<file path="src/rtl/fetch_buf.sv">
// Prefetching instruction-fetch unit for the bf8b core: pipelined reads into a
// PC-tagged FIFO that feeds decode over a valid/ready handshake.
module fetch_buf #(
    parameter int          DW       = 8,
    parameter int          AW       = 8,
    parameter int          DEPTH    = 4,
    parameter int          LAT      = 2,
    parameter int unsigned RESET_PC = 0
) (
    input  logic                      clk,
    input  logic                      rst_n,
    input  logic                      flush,
    input  logic [AW-1:0]             flush_pc,
    output logic                      mem_rd,
    output logic [AW-1:0]             mem_addr,
    input  logic [DW-1:0]             mem_data,
    output logic [DW-1:0]             inst_out,
    output logic [AW-1:0]             inst_pc,
    output logic                      inst_valid,
    input  logic                      inst_ready,
    output logic [$clog2(DEPTH):0]    level
);

    localparam int PW = $clog2(DEPTH);
    localparam int LW = PW + 1;
    localparam int CW = $clog2(DEPTH + LAT + 2) + 1;
    localparam logic [AW-1:0] START_PC = AW'(RESET_PC);

    logic [AW-1:0] fetch_pc;
    logic [LAT-1:0] pipe_vld;
    logic [AW-1:0] pipe_pc [LAT];
    logic [DW-1:0] fifo_data [DEPTH];
    logic [AW-1:0] fifo_pc [DEPTH];
    logic [PW-1:0] rd_ptr;
    logic [PW-1:0] wr_ptr;
    logic push;
    logic pop;
    logic [CW-1:0] committed;
    logic can_issue;

    assign inst_valid = (level != '0);
    assign inst_out   = fifo_data[rd_ptr];
    assign inst_pc    = fifo_pc[rd_ptr];
    assign push       = pipe_vld[LAT-1];
    assign pop        = inst_valid && inst_ready;

    // Slots promised after this edge: buffered + outstanding reads, crediting
    // the pop so a draining FIFO still sustains one read per cycle.
    always_comb begin
        committed = CW'(level) + CW'(mem_rd);
        for (int i = 0; i < LAT; i++) begin
            committed = committed + CW'(pipe_vld[i]);
        end
        if (pop) begin
            committed = committed - CW'(1);
        end
        can_issue = (committed < CW'(DEPTH));
    end

    always_ff @(posedge clk or negedge rst_n) begin
        if (!rst_n) begin
            fetch_pc <= START_PC;
            mem_rd   <= 1'b0;
            mem_addr <= START_PC;
        end else if (flush) begin
            fetch_pc <= flush_pc;
            mem_rd   <= 1'b0;
        end else if (can_issue) begin
            mem_rd   <= 1'b1;
            mem_addr <= fetch_pc;
            fetch_pc <= fetch_pc + AW'(1);
        end else begin
            mem_rd   <= 1'b0;
        end
    end

    // Request pipe: the last stage lines up with mem_data for that request.
    always_ff @(posedge clk or negedge rst_n) begin
        if (!rst_n) begin
            for (int i = 0; i < LAT; i++) begin
                pipe_vld[i] <= 1'b0;
                pipe_pc[i]  <= '0;
            end
        end else begin
            pipe_vld[0] <= mem_rd && !flush;
            pipe_pc[0]  <= mem_addr;
            for (int i = 1; i < LAT; i++) begin
                pipe_vld[i] <= pipe_vld[i-1] && !flush;
                pipe_pc[i]  <= pipe_pc[i-1];
            end
        end
    end

    always_ff @(posedge clk or negedge rst_n) begin
        if (!rst_n) begin
            for (int i = 0; i < DEPTH; i++) begin
                fifo_data[i] <= '0;
                fifo_pc[i]   <= '0;
            end
            rd_ptr <= '0;
            wr_ptr <= '0;
            level  <= '0;
        end else if (flush) begin
            rd_ptr <= '0;
            wr_ptr <= '0;
            level  <= '0;
        end else begin
            if (push) begin
                fifo_data[wr_ptr] <= mem_data;
                fifo_pc[wr_ptr]   <= pipe_pc[LAT-1];
                wr_ptr            <= wr_ptr + PW'(1);
            end
            if (pop) begin
                rd_ptr <= rd_ptr + PW'(1);
            end
            level <= level + LW'(push) - LW'(pop);
        end
    end

endmodule

</file>
<file path="config.mk">
export PLATFORM = sky130hd
export DESIGN_NAME = fetch_buf
export DESIGN_NICKNAME = d
export VERILOG_FILES = /design/src/rtl/fetch_buf.sv
export SDC_FILE = /design/constraint.sdc
export NUM_CORES = 1
export LEC_CHECK = 0
export ABC_AREA = 1
export ABC_CLOCK_PERIOD_IN_PS = 4800
export CAP_MARGIN = 40
export CORE_AREA = 4 4 102 104
export CTS_BUF_LIST = sky130_fd_sc_hd__clkbuf_4 sky130_fd_sc_hd__clkbuf_8
export DETAILED_ROUTE_END_ITERATION = 10
export DIE_AREA = 0 0 106 108
export PLACE_DENSITY = 0.73
export SLEW_MARGIN = 0
export SYNTH_ARGS = -nofsm -noshare
export SYNTH_HDL_FRONTEND = slang
export SYNTH_SLANG_ARGS = --single-unit
</file>
<file path="constraint.sdc">
create_clock -name clk -period 4.8 [get_ports clk]
set_clock_uncertainty 0.15 [all_clocks]
set_input_delay 0.72 -clock clk [delete_from_list [all_inputs] [get_ports clk]]
set_output_delay 0.72 -clock clk [all_outputs]
set_load 0.02 [all_outputs]
</file>
# == After elaboration in Yosys (flattened, before gate mapping) ==
# Cells that the tools add are included.
# word_totals
reg_bits,106
inputBits,20
out_inout_bits,29
elab_cells,64
# op_classes
addsub,9
n_lt_le_gt_ge,4
mux,20
bitwise_logic,3
reduce_logical,11
# op_table
operator,count
bitwise mux 32 bit,2
two-way mux 8 bit,7
binary-select mux 8 bit (select 2 bit),2
demux 8 bit (select 2 bit),1
adder 4 x 1 -> 4 bit,2
"adder 8 x 1 -> 8 bit, second input constant",1
two-way mux 2 bit,4
"greater-or-equal comparator 3 bit, second input constant",2
NOT 2 -> 3 bit,2
nonzero test 2 bit,3
"adder 2 x 1 -> 2 bit, second input constant",2
adder 3 x 1 -> 4 bit,1
logical AND 1 bit,4
"< comparator 4 x 3 -> 1 bit, second input constant",1
two-way mux 4 bit,1
AND reduction 2 bit,2
"subtractor 4 x 1 -> 4 bit, second input constant",1
adder 3 x 1 -> 3 bit,1
"< comparator 3 x 1 -> 1 bit, second input constant",1
two-way mux 3 bit,1
nonzero test 3 bit,1
subtractor 3 x 1 -> 3 bit,1
two-way mux 1 bit,2
zero test 1 bit,1
NOT 1 bit,1

# == Longest topological paths before layout ==
# Gate-level depths: netlist (run 1).
# depth
ltp_word,8
ltp_mapped,14
ltp_nobuf,14

# == Least setup slack after synthesis (run 1) ==
# OpenSTA, ideal clock, no wires.
# synth_timing
path_kind,register -> register
from,register mem_rd
to,register mem_addr[0]
setup_ns,0.117
t_arrival_ns,2.519
t_required_ns,4.533
slack_ns,2.014
stages_incl_launch_ff,14
n_path_buf,0
synth_period_minus_slack_ns,2.786
path_cell_list,dfrtp_1 > fa_1 > ha_1 > inv_1 > fa_1 > inv_1 > nor2_1 > nand4_2 > nand2_2 > nand2_4 > nand2_4 > nand2_4 > nand2_1 > nand2_1
# synth_via
elab_chain_cells,7
# synth_lines
element,line_no,rtl
"start, declared",14,"output logic mem_rd,"
"start signal, assigned",63,mem_rd <= 1'b0;
"start signal, assigned",67,mem_rd <= 1'b0;
"start signal, assigned",69,mem_rd <= 1'b1;
adder 3 x 1 -> 4 bit *,50,committed = CW'(level) + CW'(mem_rd);
adder 4 x 1 -> 4 bit * (2 in a row),52,committed = committed + CW'(pipe_vld[i]);
subtractor 4 x 1 -> 4 bit,55,committed = committed - CW'(1);
two-way mux 4 bit *,54,if (pop) begin
< comparator 4 x 3 -> 1 bit *,57,can_issue = (committed < CW'(DEPTH));
AND reduction 2 bit (no line) *,-,
"end signal, assigned",70,mem_addr <= fetch_pc;
"end, declared",15,"output logic [AW-1:0] mem_addr,"
# Every way passes the cells marked *; elsewhere a longest branch is shown, timed or not.
# A chain may end at the register's enable or synchronous reset.

# == Worst setup path in the final report (run 1) ==
# layout_timing
from,register rd_ptr[1]
to,output port inst_pc[5]
# layout_via
elab_chain_cells,4
# layout_lines
element,line_no,rtl
"start, declared",34,logic [PW-1:0] rd_ptr;
"start signal, assigned",114,rd_ptr <= rd_ptr + PW'(1);
NOT 2 -> 3 bit (implied by the code),43,assign inst_pc = fifo_pc[rd_ptr];
binary-select mux 8 bit (select 2 bit),43,
two-way mux 8 bit (implied by the code) (2 in a row),43,
"end, declared",18,"output logic [AW-1:0] inst_pc,"
# No other way between the ends. The select of a mux whose other input is x is not followed.

==> results of run 1 <==
area by class of cell:
class                   count  area, um^2  area share, %
clock buffers              10         138           2.49
inverters                  41         154           2.78
multi-input cells         343        1750           31.7
repair buffers             56         604           10.9
flip-flops and latches    106        2650           48.0
well taps                 133         166           3.01
clock inverters             5        61.3           1.11
cells in the mapped netlist (3+ instances only):
library cell / n / area, um^2
sky130_fd_sc_hd__dfrtp_1: 106 / 2650
sky130_fd_sc_hd__clkbuf_1: 23 / 86.3
sky130_fd_sc_hd__o21ai_0: 101 / 505
sky130_fd_sc_hd__nand3_1: 12 / 60.1
sky130_fd_sc_hd__inv_1: 40 / 150
sky130_fd_sc_hd__ha_1: 9 / 113
sky130_fd_sc_hd__nand2_4: 4 / 45.0
sky130_fd_sc_hd__nand2_1: 125 / 469
sky130_fd_sc_hd__nand4_1: 8 / 50.1
sky130_fd_sc_hd__xor2_1: 5 / 43.8
sky130_fd_sc_hd__nor2_1: 43 / 161
sky130_fd_sc_hd__o22ai_1: 16 / 100
sky130_fd_sc_hd__o21ai_1: 3 / 15.0
sky130_fd_sc_hd__fa_1: 3 / 60.1
worst register-to-register path: stages (launching register included):
cell and delay, ns:
sky130_fd_sc_hd__dfrtp_1 0.44, sky130_fd_sc_hd__fa_1 0.55, sky130_fd_sc_hd__ha_1 0.17, sky130_fd_sc_hd__inv_1 0.06
sky130_fd_sc_hd__fa_1 0.49, sky130_fd_sc_hd__inv_1 0.04, sky130_fd_sc_hd__nor2_1 0.19, sky130_fd_sc_hd__nand4_2 0.18
sky130_fd_sc_hd__nand2_2 0.13, sky130_fd_sc_hd__nand2_4 0.10, sky130_fd_sc_hd__nand2_4 0.14, sky130_fd_sc_hd__nand2_4 0.11
sky130_fd_sc_hd__nand2_1 0.11, sky130_fd_sc_hd__nand2_1 0.06
sequential cells by signal, summed over array words and instances, names as in the netlist:
name,count
fetch_pc,8
fifo_data,32
fifo_pc,32
level,3
mem_addr,8
mem_rd,1
pipe_pc,16
pipe_vld,2
rd_ptr,2
wr_ptr,2
power breakdown:
group / total, W / internal (W) / switching (W)
registers: 0.00130 / 0.00113 / 0.000172
clock network: 0.000549 / 0.000257 / 0.000293
logic: 0.00129 / 0.000539 / 0.000747
total: 0.00314 / 0.00193 / 0.00121
per-layer routing:
metal  routed length [um]  up-vias
li1                     -     1756
met1                 4210     1714
met2                 4560      109
met3                  610        9
met4                   97        0
met5                    0        -
per-stage QoR:
step           utilization, %  hold WS, ns  total power, W  instance area (um^2)
2_1_floorplan               -        0.181         0.00209                  4660
3_3_place_gp             54.6        0.183         0.00254                  5220
3_5_place_dp             55.8        0.187         0.00262                  5330
4_1_cts                  57.9       0.0243         0.00317                  5530
5_1_grt                  57.9       0.0152         0.00338                  5530
6_report                 57.9       0.0367         0.00314                  5530
how the worst min path moves through the flow:
stage / depth (start not counted) / slack (ns) / endpoint
floorplan: 0 / 0.18 / pipe_pc[0]
global placement: 0 / 0.18 / pipe_pc[7]
detailed placement: 0 / 0.19 / pipe_pc[0]
CTS: 1 / 0.02 / fifo_data[3]
global route: 1 / 0.02 / fifo_data[2]
finish: 1 / 0.04 / fifo_data[2]
kinds of logic after synthesis:
family / count (synthesis) / share of synthesized area (%)
AND/OR/NAND/NOR: 203 / 19.2
AO/OA/AOI/OAI: 122 / 13.6
flip-flops: 106 / 57.0
buffers and inverters: 67 / 5.45
adder cells (fa/ha/maj): 12 / 3.71
XOR/XNOR: 6 / 1.13
==> out/results.txt, run 1 <==
Detailed placement ended at an HPWL of 6490 um. After synthesis the cells add up to 0.00466 mm^2. The number of hold violations in the final report is 0.

The via count of the first global-routing pass is 3580, and the placed instance count is 679. Compared with the post-synthesis result, the final layout area differs by 18.7%. The run finished with clean final reports. The layer with the highest usage after global routing is met2.

TritonCTS built the clock tree. The tools report the cell at the root of the clock tree as sky130_fd_sc_hd__clkbuf_8. Total wire length: 9470 um.

The end of the worst register-to-register path is mem_addr[4]. The number of clock buffers inserted by TritonCTS was 9. Global routing finished with a remaining overflow of 0. Measured along the x axis, the die boundary spans 106 um. After filler insertion, the fill cell instance count of the layout stands at 870. Count of input and output buffers: 48. Entering global routing, the biggest net connects 65 pins. The Yosys step of the flow raised 0 warnings.

Dividing the detail-routed wire length by the instance count gives 13.7 um. Prior to clock tree synthesis, the placed netlist has a worst setup slack of 1.70 ns. The H-tree generated during clock tree synthesis spans 3 levels. Kind of start point of the critical path: a register. Across every metal layer, demand over resource in global routing totals 18.2%. The tools report the worst-skew pair later-pin latency as 0.36 ns. After synthesis the netlist holds a flip-flop and latch count of 106. The tools report the worst-case setup margin in the final layout as 1.36 ns. Data on the critical path is required at its endpoint by 3.93 ns. The sum of negative setup slack is 0 ns, and the largest stage delay on the critical path is 0.65 ns.

The first-pass GRT wire length came out at 16700 um. The tools report the worst setup path endpoint as inst_pc[5]. The floorplan step defined a core boundary enclosing 0.00955 mm^2.

The logs give 548 for the post-synthesis net count and 247 for the violation count after the first detailed-routing iteration. The total number of vias came out at 3588. The largest driver fanout on the critical path came out at 18. For this run, asynchronously set or reset flops after synthesis account for 100%. In this run the number of cells on the critical path is 4. Global routing used 23.4% of the available met1 tracks. The top cell types in the final layout, fill and taps aside, are sky130_fd_sc_hd__nand2_1 (125), sky130_fd_sc_hd__dfrtp_1 (106), sky130_fd_sc_hd__o21ai_0 (101).

During I/O placement, the number of pins put on the boundary was 49. The final critical path takes up 71.8% of the cycle. The source of the worst register-to-register timing path is mem_rd. Gates resized during post-CTS repair numbered 0. Counting both buffers and inverters, the worst setup path holds a total of 2. At the pin with the least slew margin, the transition time is 0.763 ns.

The die height is 108 um. The number of distinct library cells after synthesis was 28. Critical path capture point type: a primary output. The first TritonRoute pass finished after 7 iterations. The initial antenna violation count is 0, and the number of cells in the finished layout apart from fillers is 694. For this design the ratio of total power to cell area is 568 mW/mm^2. The floorplan has 36 rows. At the end of routability-driven placement, the weighted congestion stood at 0.827.

In this run the tightest slew margin relative to its limit is 49.1%. Dividing the detail-routed via count by the number of cells gives 5.17. The hold buffer count at CTS is 0, and the portion of the post-synthesis area used by sequential elements is 57.0%. The tools report the worst setup path startpoint as rd_ptr[1]. The clock transition time at the flip-flop clock pins of the worst setup and hold paths works out to 0.10 ns. VDD sags by at most 0.414 mV. The logs give 0 for the final number of max-transition violations and 4.24% for the met3 usage in global routing. In this design, the largest share of critical-path delay is due to buffers and inverters. The die covers 0.0114 mm^2. Class of the most critical setup path: reg -> out. For this design the static power due to leakage is 2.64 nW. For this configuration, the core starts out at a cell density of 48.8%. The largest individual stage delay along the critical path comes from the cell sky130_fd_sc_hd__clkdlybuf4s50_1. Walking the worst path, the cells encountered are inv_1 > o21ai_0 > o22ai_1 > clkdlybuf4s50_1. Setup violations remaining at the end of the flow were counted as 0. For the worst flop-to-flop path, the logic depth is 13.

The clock passes through at most 2 buffers. The count of nets left with antenna violations once routing finished came out at 0. The share of final-layout standard cells stronger than drive strength 1 works out to 6.77%. The minimum clock period after layout came out at 3.44 ns.

For the worst setup path, the data arrival time is 2.57 ns. The logs give 0 for the detailed-route DRC error count and 31.0% for the met2 routing resource usage after global routing. Averaged over all synthesized cells, the footprint is 9.03 um^2.

The number of clock sinks came out at 106. Timing would allow up to 0.290 GHz. The post-synthesis cell count came out at 516. Setup repair after global routing left no endpoint under its margin. In the final design database the tool counted 589 nets. Across the run, the number of max-cap violations was 0. Primary flip-flop cell chosen by synthesis mapping: sky130_fd_sc_hd__dfrtp_1. The tightest min-delay check is of the in -> async type.

The number of post-CTS setup repair buffers came out at 0. The library cell used most frequently in the layout, excluding fill and tap cells, is sky130_fd_sc_hd__nand2_1. The slack of the worst reg-to-reg path came out at 1.80 ns. Counting flops with a built-in enable in the synthesized netlist gives 0. The antenna diode count is 0.
Power figures use the tool's default switching activity.
==> inputs of run 2 (changes only) <==
--- a/config.mk
+++ b/config.mk
@@ -6,13 +6,13 @@
 export NUM_CORES = 1
 export LEC_CHECK = 0
 export ABC_AREA = 1
-export ABC_CLOCK_PERIOD_IN_PS = 4800
+export ABC_CLOCK_PERIOD_IN_PS = 3100
 export CAP_MARGIN = 40
 export CORE_AREA = 4 4 102 104
 export CTS_BUF_LIST = sky130_fd_sc_hd__clkbuf_4 sky130_fd_sc_hd__clkbuf_8
 export DETAILED_ROUTE_END_ITERATION = 10
 export DIE_AREA = 0 0 106 108
-export PLACE_DENSITY = 0.73
+export PLACE_DENSITY = 0.75
 export SLEW_MARGIN = 0
 export SYNTH_ARGS = -nofsm -noshare
 export SYNTH_HDL_FRONTEND = slang
==> constraint.sdc (replaced) <==
create_clock -name clk -period 3.1 [get_ports clk]
set_clock_uncertainty 0.15 [all_clocks]
set_input_delay 0.465 -clock clk [delete_from_list [all_inputs] [get_ports clk]]
set_output_delay 0.465 -clock clk [all_outputs]
set_load 0.02 [all_outputs]
==> out/results.txt, run 2 (synthesis gave the netlist of run 1 again) <==
The flow ran to the end, and the final reports show no timing, DRC or antenna violations. For the data required time of the worst path, the log shows 3.19 ns (-0.74 ns). Leaving out fill and tap cells, the most frequent cell in the layout is sky130_fd_sc_hd__nand2_1. The initial standard-cell utilization of the core is 48.8% (unchanged).

The detailed-route wire length per cell works out to 13.5 um (-1.1%). Number of clock sinks: 106 (unchanged). The tools report the kind of start point of the critical path as a register.

The run gives 3570 (-0.50%) as the total number of vias. The cell at the root of the clock tree was sky130_fd_sc_hd__clkbuf_8. The transition at the pin with the smallest max-transition slack came out at 0.581 ns (-0.181 ns). The critical path capture point type was a register. The top-level I/O count is 49 (unchanged), and the initial antenna violation count is 0 (unchanged).

The worst-skew pair later-pin latency came out at 0.35 ns (about the same). The weighted congestion at the end of routability-driven global placement was 0.851 (+2.8%); the total wire length was 9470 um (about the same). For the floorplan core area, the log shows 0.00955 mm^2 (unchanged).

The share of final-layout standard cells stronger than drive strength 1 was 7.75% (+0.97 points). The path class of the lowest-slack min-delay path was reg -> reg. The number of clock buffers inserted by TritonCTS is 9 (unchanged), and the detailed-route DRC error count is 0 (unchanged). The sum of negative setup slack is 0 ns (unchanged), and the count of input and output buffers is 48 (unchanged). The first-pass GRT wire length is 16500 um (-1.2%), and the maximum buffer depth of the clock tree is 2 (unchanged). The logs give 0 (unchanged) for the antenna diode count and 61.2% (+12 points) for the relative max-transition margin. The largest driver fanout on the critical path is 10 (-8), and the minimum clock period after layout is 2.89 ns. The site row count was 36 (unchanged); the total global routing track utilization was 18.0% (-0.19 points).

Static timing analysis puts the maximum clock frequency at 0.346 GHz. The clock transition time at the flip-flop clock pins of the worst setup and hold paths is 0.10 ns (about the same), and the worst ir drop on vdd is 0.591 mV (+43%). The pin count of the biggest net entering global routing was 64 (-1.5%); the die width was 106 um (unchanged).

The die height was 108 um (unchanged). The run gives 2.63 nW (-0.21%) as the leakage power total. In the layout the commonest cells are sky130_fd_sc_hd__nand2_1 (125), sky130_fd_sc_hd__dfrtp_1 (106), sky130_fd_sc_hd__o21ai_0 (101). The via-per-instance ratio is 5.09 (-1.5%), and the final count of negative-setup-slack endpoints is 0 (unchanged). The worst endpoint data arrival time was 2.98 ns (+0.41 ns); the period utilization was 93.2%. The count of nets left with antenna violations after detail routing was 0 (unchanged). Overall die area: 0.0114 mm^2 (unchanged). The class of the most critical setup path was reg -> reg. The logs give 3 (unchanged) for the CTS H-tree depth and 167 (-32%) for the violation count after the first detailed-routing iteration. TritonCTS built the clock tree. Setup repair after global routing left no endpoint under its margin.

The half-perimeter wire length after placement is 6240 um (-3.7%), and the number of max-capacitance violations reported is 0 (unchanged). The run gives 595 (+1.0%) as the number of nets at the end of the flow. The total grt overflow is 0 (unchanged), and the number of cells upsized or downsized after cts is 0 (unchanged). The total power density per cell area works out to 863 mW/mm^2 (+52%).

The tightest hold margin is 0.203 ns (+0.166 ns). The via count of the first global-routing pass is 3516 (-1.8%), and the relative area change from synthesis to final layout is 18.3%. Number of detailed-route iterations in the first pass: 4 (-3). The final number of max-transition violations is 0 (unchanged), and the number of hold violations in the final report is 0 (unchanged).

The largest registers in the layout are fifo_data x32, fifo_pc x32, pipe_pc x16.
==> run 2: what timing repair did <==
| action | in CTS | in global routing |
|---|---|---|
| setup buffers | 0 | 0 |
| endpoints found under the hold margin | 43 | 0 |
| hold buffers | 1 | 0 |
==> run 2: per-layer routing <==
layer,GRT usage [%],share of wire [%],vias up
li1,-,-,1771
met1,23.7,45,1677
met2,30.0,47,109
met3,4.54,6.2,13
met4,4.81,1.1,0
met5,0,0,-
==> run 2: report_power, final <==
part           internal, W  switching [W]
clock             0.000319       0.000433
sequential         0.00175       0.000265
combinational     0.000841        0.00114
==> run 2: area by class of cell <==
type / count / area, um^2
clock inverters: 5 / 30.0
well taps: 133 / 166
fillers: 854 / 4040
clock buffers: 11 / 145
inverters: 41 / 154
flip-flops and latches: 106 / 2650
repair buffers: 62 / 611
multi-input cells: 343 / 1750
==> run 2: metrics by stage <==
| stage | util [%] | setup WS, ns | total power [W] | area, um^2 | cells |
|---|---|---|---|---|---|
| after floorplan | - | 0.314 | 0.00323 | 4660 | 516 |
| after global placement | 55.8 | 0.317 | 0.00398 | 5320 | 684 |
| after detailed placement | 55.8 | 0.225 | 0.00404 | 5320 | 684 |
| after CTS | 57.7 | 0.189 | 0.00481 | 5510 | 701 |
| after global routing | 57.7 | 0.0209 | 0.00514 | 5510 | 701 |
| final | 57.7 | 0.209 | 0.00476 | 5510 | 701 |
==> run 2: final timing paths <==
path | startpoint | endpoint | slack [ns] | cells past startpoint
worst max-delay path | mem_rd | mem_addr[2] | 0.21 | 13
worst min-delay path | pipe_pc[13] | pipe_pc[5] | 0.20 | 0
worst max register to register | mem_rd | mem_addr[2] | 0.21 | 13
worst min register to register | pipe_pc[13] | pipe_pc[5] | 0.20 | 0
max in group asynchronous | rst_n | mem_addr[4] | 1.57 | 3
min in group asynchronous | rst_n | fifo_data[26] | 0.50 | 2
==> run 2: critical path: stages (launching register included) <==
cell	delay (ns)
sky130_fd_sc_hd__dfrtp_1	0.43
sky130_fd_sc_hd__fa_1	0.56
sky130_fd_sc_hd__ha_1	0.17
sky130_fd_sc_hd__inv_1	0.05
sky130_fd_sc_hd__fa_1	0.47
sky130_fd_sc_hd__inv_1	0.04
sky130_fd_sc_hd__nor2_1	0.17
sky130_fd_sc_hd__nand4_2	0.18
sky130_fd_sc_hd__nand2_2	0.12
sky130_fd_sc_hd__nand2_4	0.10
sky130_fd_sc_hd__nand2_4	0.13
sky130_fd_sc_hd__nand2_4	0.10
sky130_fd_sc_hd__nand2_1	0.08
sky130_fd_sc_hd__nand2_1	0.05
==> inputs of run 3 (changes only) <==
--- a/config.mk
+++ b/config.mk
@@ -6,7 +6,7 @@
 export NUM_CORES = 1
 export LEC_CHECK = 0
 export ABC_AREA = 1
-export ABC_CLOCK_PERIOD_IN_PS = 3100
+export ABC_CLOCK_PERIOD_IN_PS = 2570
 export CAP_MARGIN = 40
 export CORE_AREA = 4 4 102 104
 export CTS_BUF_LIST = sky130_fd_sc_hd__clkbuf_4 sky130_fd_sc_hd__clkbuf_8
==> constraint.sdc (replaced) <==
create_clock -name clk -period 2.57 [get_ports clk]
set_clock_uncertainty 0.15 [all_clocks]
set_input_delay 0.3855 -clock clk [delete_from_list [all_inputs] [get_ports clk]]
set_output_delay 0.3855 -clock clk [all_outputs]
set_load 0.02 [all_outputs]
==> out/results.txt, run 3 (synthesis gave the netlist of run 1 again) <==
The logs give 179 (+7.2%) for the violation count after the first detailed-routing iteration and 49 (unchanged) for the top-level I/O count. Setup repair after global routing could not meet its margin everywhere. The number of detailed-route iterations in the first pass is 4 (unchanged), and the net switching fraction of the power is 39.6% (+0.87 points). Final count of negative-setup-slack endpoints: 17 (+17). The critical path capture point type was a register. The first-pass GRT wire length came out at 16500 um (-0.38%). The worst setup path is launched from a register. The total global routing track utilization is 17.8% (-0.13 points). The number of clock sinks is 106 (unchanged). Worst endpoint data arrival time: 2.92 ns (-0.06 ns).

The share of final-layout standard cells stronger than drive strength 1 is 11.7% (+3.9 points), and the number of hold violations in the final report is 0 (unchanged). The timing-limited maximum frequency was 0.362 GHz (+4.6%); the final number of max-transition violations was 0 (unchanged). The setup path with the least slack is of type reg -> reg. The data required time of the worst path is 2.73 ns (-0.46 ns). The fraction of power consumed by combinational cells is 44.1% (+2.4 points), and the clock transition time at the flip-flop clock pins of the worst setup and hold paths is 0.10 ns (about the same). The run gives 0.00360 W (+23%) as the cell-internal power. The run gives 693 (+1.3%) as the placed instance count. For the initial antenna violation count, the log shows 0 (unchanged).

CTS H-tree depth: 3 (unchanged). In the final layout, the registers with the most flip-flops are fifo_data x32, fifo_pc x32, pipe_pc x16. The sequential power share is 40.6% (-1.8 points), and the die height is 108 um (unchanged). The number of nets at the end of the flow was 609 (+2.4%); the power after layout was 0.00596 W (+25%). The total power density per cell area was 1050 mW/mm^2 (+21%); the number of filler instances in the final layout was 815 (-4.6%).

The floorplan core area is 0.00955 mm^2 (unchanged). Die width: 106 um (unchanged). The run finished, with violations left. The number of cells in the finished layout apart from fillers is 715 (+2.0%), and the number of clock buffers inserted by TritonCTS is 9 (unchanged). The transition at the pin with the smallest max-transition slack was 0.501 ns (-0.0804 ns); the overall die area was 0.0114 mm^2 (unchanged). The number of max-capacitance violations reported was 0 (unchanged).

The detailed-route wire length per cell came out at 13.3 um (-1.6%). The run gives 0.36 ns (about the same) as the worst-skew pair later-pin latency. The count of nets left with antenna violations after detail routing was 0 (unchanged). The half-perimeter wire length after placement is 6290 um (+0.76%), and the worst-case setup margin in the final layout is -0.194 ns (-0.404 ns). The checks that failed: negative setup slack. The pin count of the biggest net entering global routing came out at 40 (-38%). In this run the worst hold path is classified as reg -> reg. The total wire length is 9500 um (+0.35%). TritonCTS built the clock tree. The via-per-instance ratio was 5.00 (-1.8%); the total grt overflow was 0 (unchanged). The tools report the cell at the root of the clock tree as sky130_fd_sc_hd__clkbuf_8. The period utilization is 108% (+14 points).

The antenna diode count came out at 0 (unchanged). The share of power burned in the clock network was 15.3% (-0.5 points). The tools report the weighted congestion at the end of routability-driven global placement as 0.852 (about the same). The tools report the leakage power total as 2.85 nW (+8.3%). The tools report the initial standard-cell utilization of the core as 48.8% (unchanged).

The detailed-route DRC error count was 0 (unchanged); the site row count was 36 (unchanged). The minimum clock period after layout was 2.76 ns (-0.126 ns); the via count of the first global-routing pass was 3623 (+3.0%). The library cell used most frequently in the layout, excluding fill and tap cells, is sky130_fd_sc_hd__nand2_1. The tools report the worst ir drop on vdd as 0.764 mV (+29%). The maximum buffer depth of the clock tree came out at 2 (unchanged). Count of input and output buffers: 48 (unchanged).

The largest driver fanout on the critical path is 8 (-2). The slack of the worst reg-to-reg path is -0.19 ns (-0.40 ns), and the switching power summed over all nets is 0.00236 W (+28%). The area growth from synthesis to layout is 22.2%. In the layout the commonest cells are sky130_fd_sc_hd__nand2_1 (121), sky130_fd_sc_hd__dfrtp_1 (104), sky130_fd_sc_hd__o21ai_0 (101). The total number of vias was 3575 (+0.14%). The relative max-transition margin came out at 66.6% (+5.4 points).
==> run 3: cell types whose count changed in the layout (fill, tap and decap cells not counted), sizes merged <==
cell | previous run | this run
clkdlybuf4s50 | 47 | 35
inv | 41 | 44
dlymetal6s2s | 0 | 12
buf | 14 | 26
clkinvlp | 2 | 1
nand2 | 131 | 133
clkbuf | 11 | 9
==> run 3: layer usage <==
metal	vias to the layer above	global-route usage [%]	part of all wire, %
met2	95	30.2	48
met3	9	3.94	5.3
met5	-	0	0
met4	0	6.01	1.2
li1	1806	-	-
met1	1665	23.0	45
==> run 3: power groups by stage <==
stage / logic (W) / registers [W] / clock network [W]
floorplan: 0.00146 / 0.00247 / 0
global placement: 0.00245 / 0.00243 / 0
detailed placement: 0.00251 / 0.00245 / 0
CTS: 0.00258 / 0.00242 / 0.000945
global route: 0.00293 / 0.00249 / 0.00101
finish: 0.00263 / 0.00242 / 0.000911
==> run 3: final timing paths <==
kind,startpoint,end,cells past startpoint
min reg2reg,pipe_pc[8],pipe_pc[0],0
min in group asynchronous,rst_n,fifo_data[10],2
max,mem_rd,fetch_pc[1],13
min,pipe_pc[8],pipe_pc[0],0
max reg2reg,mem_rd,fetch_pc[1],13
max in group asynchronous,rst_n,fifo_data[3],3
==> run 3: stage by stage <==
| stage | hold WS, ns | cell area (um^2) | TNS, ns | setup slack (ns) | util (%) |
|---|---|---|---|---|---|
| finish | 0.206 | 5690 | -2.99 | -0.194 | 59.6 |
| global route | 0.212 | 5690 | -5.40 | -0.338 | 59.6 |
| CTS | 0.205 | 5620 | -2.66 | -0.164 | 58.8 |
| detailed placement | 0.185 | 5400 | -3.03 | -0.194 | 56.5 |
| global placement | 0.182 | 5400 | -1.97 | -0.128 | 56.5 |
| floorplan | -0.0601 | 4660 | -2.08 | -0.139 | - |
==> run 3: timing repair <==
action,in CTS,in global routing
endpoints found under the setup margin,17,29
hold buffers,1,0
endpoints found under the hold margin,36,0
pin swaps,3,2
setup buffers,1,2
gates resized for setup,5,20
cloned,2,0
==> run 3: worst max-delay path, stage by stage (launching register included) <==
cell,delay (ns)
sky130_fd_sc_hd__dfrtp_2,0.43
sky130_fd_sc_hd__fa_1,0.56
sky130_fd_sc_hd__ha_2,0.19
sky130_fd_sc_hd__inv_2,0.04
sky130_fd_sc_hd__fa_1,0.49
sky130_fd_sc_hd__inv_2,0.05
sky130_fd_sc_hd__nor2_4,0.11
sky130_fd_sc_hd__nand3_2,0.09
sky130_fd_sc_hd__nand2_2,0.09
sky130_fd_sc_hd__nand3_4,0.11
sky130_fd_sc_hd__buf_4,0.17
sky130_fd_sc_hd__nand3_4,0.11
sky130_fd_sc_hd__nand2_1,0.07
sky130_fd_sc_hd__nand2_1,0.06
==> run 3: final cells by class <==
class                      instances  area, um^2  area share [%]
multi-input combinational        345        1810            31.8
clock buffer                       9         124            2.18
inverter                          41         154            2.70
tap                              133         166            2.92
timing repair buffer              74         734            12.9
clock inverter                     7        48.8           0.857
sequential                       106        2660            46.6
